## src/rtl/decrom_pkg.sv

```systemverilog
// Shared definitions for the decode-pROM consumer: field layout of the
// 36-bit ROM word, the marker for unimplemented slots, the opcode-to-index
// mapping and the unpacked entry handed to the microsequencer.
package decrom_pkg;

    localparam int UA_W = 12;

    // Micro-entry address stored in ROM slots that have no implementation.
    localparam logic [UA_W-1:0] ILLEGAL_UA = 12'h03B;

    // Bit positions inside the 36-bit ROM word.
    localparam int UA1_MSB = 35;
    localparam int UA1_LSB = 24;
    localparam int UA2_MSB = 23;
    localparam int UA2_LSB = 12;
    localparam int FLG_MSB = 11;
    localparam int FLG_LSB = 0;

    typedef struct packed {
        logic [UA_W-1:0] ua1;
        logic [UA_W-1:0] ua2;
        logic [11:0]     flags;
        logic            illegal;
        logic            linea;
        logic            linef;
        logic [15:0]     opcode;
    } dec_entry_t;

    // ROM index: opcode line plus the two size/mode bit pairs.
    function automatic logic [7:0] dec_index(input logic [15:0] op);
        return {op[15:12], op[7:6], op[5:4]};
    endfunction

    // Unpack one ROM word; line A/F come from the opcode, illegal from the ROM.
    function automatic dec_entry_t make_entry(input logic [35:0] word,
                                              input logic [15:0] op);
        dec_entry_t e;
        e.ua1     = word[UA1_MSB:UA1_LSB];
        e.ua2     = word[UA2_MSB:UA2_LSB];
        e.flags   = word[FLG_MSB:FLG_LSB];
        e.illegal = (e.ua1 == ILLEGAL_UA) && (e.ua2 == '0);
        e.linea   = (op[15:12] == 4'hA);
        e.linef   = (op[15:12] == 4'hF);
        e.opcode  = op;
        return e;
    endfunction

endpackage

```

## src/rtl/decrom_lookup.sv

```systemverilog
// Consumer side of the decode pROM. Stage A holds an opcode whose ROM read
// is in flight; stage B holds the unpacked entry offered to the sequencer.
// The ROM clock enable is only raised on accept, so a stalled stage A keeps
// its data sitting on rom_dout until stage B frees up.
module decrom_lookup
    import decrom_pkg::*;
(
    input  logic             clk,
    input  logic             reset,
    input  logic             op_valid,
    output logic             op_ready,
    input  logic [15:0]      opcode,
    input  logic             flush,
    output logic [7:0]       rom_ad,
    output logic             rom_ce,
    output logic             rom_oce,
    output logic             rom_reset,
    input  logic [35:0]      rom_dout,
    output logic             dec_valid,
    input  logic             dec_ready,
    output logic [UA_W-1:0]  dec_ua1,
    output logic [UA_W-1:0]  dec_ua2,
    output logic [11:0]      dec_flags,
    output logic             dec_illegal,
    output logic             dec_linea,
    output logic             dec_linef,
    output logic [15:0]      dec_opcode
);

    logic       a_valid_q, a_valid_d;
    logic [15:0] a_op_q,   a_op_d;
    logic       b_valid_q, b_valid_d;
    dec_entry_t b_q,       b_d;

    logic b_free;
    logic accept;
    logic xfer;

    // Handshakes and next state for both stages; flush overrides everything.
    always_comb begin
        b_free    = !b_valid_q || dec_ready;
        op_ready  = !reset && !flush && (!a_valid_q || b_free);
        accept    = op_valid && op_ready;
        xfer      = a_valid_q && b_free;

        a_valid_d = accept || (a_valid_q && !b_free);
        a_op_d    = accept ? opcode : a_op_q;
        b_valid_d = xfer || (b_valid_q && !dec_ready);
        b_d       = b_q;

        if (xfer && !flush) begin
            b_d = make_entry(rom_dout, a_op_q);
        end

        if (flush) begin
            a_valid_d = 1'b0;
            b_valid_d = 1'b0;
        end
    end

    // Pipeline registers with synchronous reset.
    always_ff @(posedge clk) begin
        if (reset) begin
            a_valid_q <= 1'b0;
            a_op_q    <= '0;
            b_valid_q <= 1'b0;
            b_q       <= '0;
        end else begin
            a_valid_q <= a_valid_d;
            a_op_q    <= a_op_d;
            b_valid_q <= b_valid_d;
            b_q       <= b_d;
        end
    end

    assign rom_ad      = dec_index(opcode);
    assign rom_ce      = accept;
    assign rom_oce     = 1'b1;
    assign rom_reset   = reset;

    assign dec_valid   = b_valid_q;
    assign dec_ua1     = b_q.ua1;
    assign dec_ua2     = b_q.ua2;
    assign dec_flags   = b_q.flags;
    assign dec_illegal = b_q.illegal;
    assign dec_linea   = b_q.linea;
    assign dec_linef   = b_q.linef;
    assign dec_opcode  = b_q.opcode;

endmodule

```

## config.mk

```make
export PLATFORM = sky130hd
export DESIGN_NAME = decrom_lookup
export DESIGN_NICKNAME = d
export VERILOG_FILES = /design/src/rtl/decrom_pkg.sv /design/src/rtl/decrom_lookup.sv
export SDC_FILE = /design/constraint.sdc
export NUM_CORES = 1
export LEC_CHECK = 0
export ABC_AREA = 1
export BUFFER_PORTS_ARGS = -buffer_cell sky130_fd_sc_hd__buf_2
export CORE_ASPECT_RATIO = 0.75
export CORE_MARGIN = 2
export CORE_UTILIZATION = 45
export DETAILED_ROUTE_END_ITERATION = 16
export PLACE_DENSITY = 0.78
export REMOVE_ABC_BUFFERS = 1
export SLEW_MARGIN = 20
export SYNTH_ARGS = -nofsm -noshare
export SYNTH_HDL_FRONTEND = slang
export SYNTH_SLANG_ARGS = --single-unit
export TNS_END_PERCENT = 5
```

## constraint.sdc

```tcl
create_clock -name clk -period 1.34 [get_ports clk]
set_input_delay 0.335 -clock clk [delete_from_list [all_inputs] [get_ports clk]]
set_output_delay 0.335 -clock clk [all_outputs]
set_load 0.005 [all_outputs]
```

==> results_dict.tcl <==
set metrics [dict create \
    seq_area_frac_synth_pct 50.5 \
    routed_wl_mm 6.70 \
    worstSetupPathType "register to output port" \
    synth_area_leaders "dfxtp_1 (50%), nand2_1 (19%), a21oi_1 (11%), inv_1 (3.4%), a21oi_2 (2.7%)" \
    synth_common_cells "nand2_1 (150), dfxtp_1 (73), a21oi_1 (64)" \
    numPortBuffers 123 \
    arrival_ns 1.09 \
    holdPathStages 3 \
    crit_slowest_cell "dfxtp_2" \
    drv_slew 0 \
    cts_max_path_buffers 2 \
    r2r-end "a_op_q[1]" \
    place.gp.congestion 0.791 \
    setup_slack_ns -0.0882 \
    num_rows 25 \
    hold_path_class "primary input to register" \
    synth_edf_count 0 \
    start_util_pct 46.3 \
    synth_cell_types 19 \
    hold_viol_final 0 \
    layoutNonFillerInstCount 581 \
    final_nets 552 \
    clkTransAtPathRegs_ns 0.08 \
    crit_required_ns 1.00 \
    muxShareOfSynthArea_pct 0 \
    drt.antenna.violating_nets 0 \
    drc_errors 0 \
    synth_fa_ha_area_share_pct 0 \
    synth-xor-area-share_pct 0 \
    antennaDiodeCount 0 \
    clkSinkCount 73 \
    async_reset_ff_share_pct 0 \
    drt_iter0_drc 74 \
    drive_above_1_share_pct 36.0 \
    netlist_area_um2 2900 \
    hold_buffers 0 \
    syn_inst 381 \
    status "finished, violations left" \
    die_x_um 96.6 \
    start_kind "register" \
    peakVddDrop_v 0.000547 \
    core_area_um2 6260 \
    vias_per_cell 4.65 \
    syn_avg_cell_area_um2 7.60 \
    leakage_nw 1.73 \
    synth_top_family_by_area "simple AND/OR/NAND/NOR gates" \
    path_cells "inv_2 -> nor2_4 -> nand2_4 -> nand3_4 -> inv_4 -> buf_6" \
    placed_cells 562 \
    grt_pass1_vias 2552 \
    failed_checks "setup timing" \
    p_per_area_nw_per_um2 1190 \
    cp-end-kind "output port" \
    cts.root.buffer_cell "clkbuf_8" \
    worst_r2r_path_depth 10 \
    synth_most_common_cell "nand2_1" \
    regToRegSetupSlack_ns 0.05 \
    antenna_found_initial 0 \
    min_period_over_period_pct 107 \
    die-area_um2 7100 \
    setup-tns-final_ns -0.170 \
    synth_simple_gate_area_share_pct 24.3 \
    io_pins 125 \
    max_freq_mhz 700 \
    r2r_start "dec_valid" \
    post-route-min-period_ns 1.43 \
    vias 2699 \
    worstHoldEndpoint "dec_flags[7]" \
    rsz0062_at_grt "true" \
    synth-seq-cells 73 \
    cts_inserted_buffers 9 \
    min-delay-start "rom_dout[7]" \
    utilization_pct 61.4 \
    area_delta_synth_final_pct 32.7 \
    slowest_delay_ns 0.34 \
    synth_top_area_cell "dfxtp_1" \
    drv_cap 0 \
    synth_top_area_share_pct 50.5 \
    grt_first_pass_wirelength_mm 11.0 \
    ys_warn_count 0 \
    synth-compound-area-share_pct 13.8 \
    gr-total-overflow 0 \
    ys_dominant_reg_cell "dfxtp_1" \
    htreeDepth 3 \
    dieHeight_um 73.5 \
    finalClockSkew_ns 0.00925 \
    setup_viol 2 \
    dpl.hpwl_mm 4.63 \
    first_pass_iters 4 \
    wire_per_inst_um 11.5 \
    grt_max_degree 48 \
    grt_util_all_layers_pct 18.9 \
    clock_latency_ns 0.34 \
    path_max_fanout 3 \
    cts_tree "built" \
]
==> what timing repair did <==
action,in CTS,in global routing
endpoints found under the setup margin,2,6
pin swaps,3,3
setup buffers,2,1
resized for setup,6,6
==> stage by stage <==
step	power (W)	hold WS (ns)	setup slack, ns	area [um^2]
2_1_floorplan	0.00234	0.397	-1.02	2680
3_3_place_gp	0.00254	0.446	0.0476	3540
3_5_place_dp	0.00254	0.451	0.0276	3540
4_1_cts	0.00462	0.209	-0.153	3820
5_1_grt	0.00475	0.215	-0.169	3840
6_report	0.00457	0.232	-0.0882	3840
==> per-layer routing <==
layer / up-vias / global-route usage [%] / routed length (um)
li1: 1399 / - / -
met3: 4 / 6.37 / 451
met5: - / 0 / 0
met4: 0 / 7.82 / 34
met2: 87 / 31.2 / 3210
met1: 1209 / 23.1 / 3000
==> power by group <==
part / switching, W / internal (W) / leakage (nW)
Clock: 0.000821 / 0.00125 / 0.117
Combinational: 0.000159 / 0.000136 / 1.02
Sequential: 0.0000140 / 0.00219 / 0.590
==> kinds of logic after synthesis <==
logic type	after synthesis
AND/OR/NAND/NOR	175
AO/OA/AOI/OAI	73
flip-flops	73
buffers and inverters	59
other	1
==> worst max-delay path: cells and delay by family (launching register included) <==
| family | cells | cell delay [ns] |
|---|---|---|
| DFF | 1 | 0.34 |
| and+or+nand+nor | 3 | 0.24 |
| buffers and inverters | 3 | 0.17 |
==> cells in the final DEF, fill, tap and decap left out, drive strengths merged <==
cell type	Yosys	layout
nand2	159	159
buf	24	134
dfxtp	73	73
a21oi	73	73
inv	28	29
nor2	13	13
clkbuf	7	10
bufinv	0	3
nand3	2	2
nand4	1	1
conb	1	1
clkinvlp	0	1
clkinv	0	1
==> cell type report <==
type                            instances  area, um^2
Fill cell                             616        2410
Sequential cell                        73        1460
Multi-Input combinational cell        249        1130
Timing Repair Buffer                  134         792
Clock buffer                           10         128
Clock inverter                          6         115
Inverter                               28         110
Tap cell                               81         101
==> worst max-delay path by stage <==
stage	startpoint	end	slack, ns
6_report	dec_valid	rom_ce	-0.09
5_1_grt	dec_valid	op_ready	-0.17
4_1_cts	dec_valid	rom_ce	-0.15
3_5_place_dp	dec_ready	rom_ce	0.03
3_3_place_gp	flush	dec_linea	0.05
2_1_floorplan	dec_valid	dec_linea	-1.02
==> state kept, by name, indices dropped and copies added (netlist names) <==
signal       cells
a_op_q          16
dec_linef        1
dec_linea        1
dec_illegal      1
dec_opcode      16
dec_valid        1
dec_ua1         12
dec_flags       12
dec_ua2         12
a_valid_q        1
No activity file was read; power rests on OpenSTA's default activity.
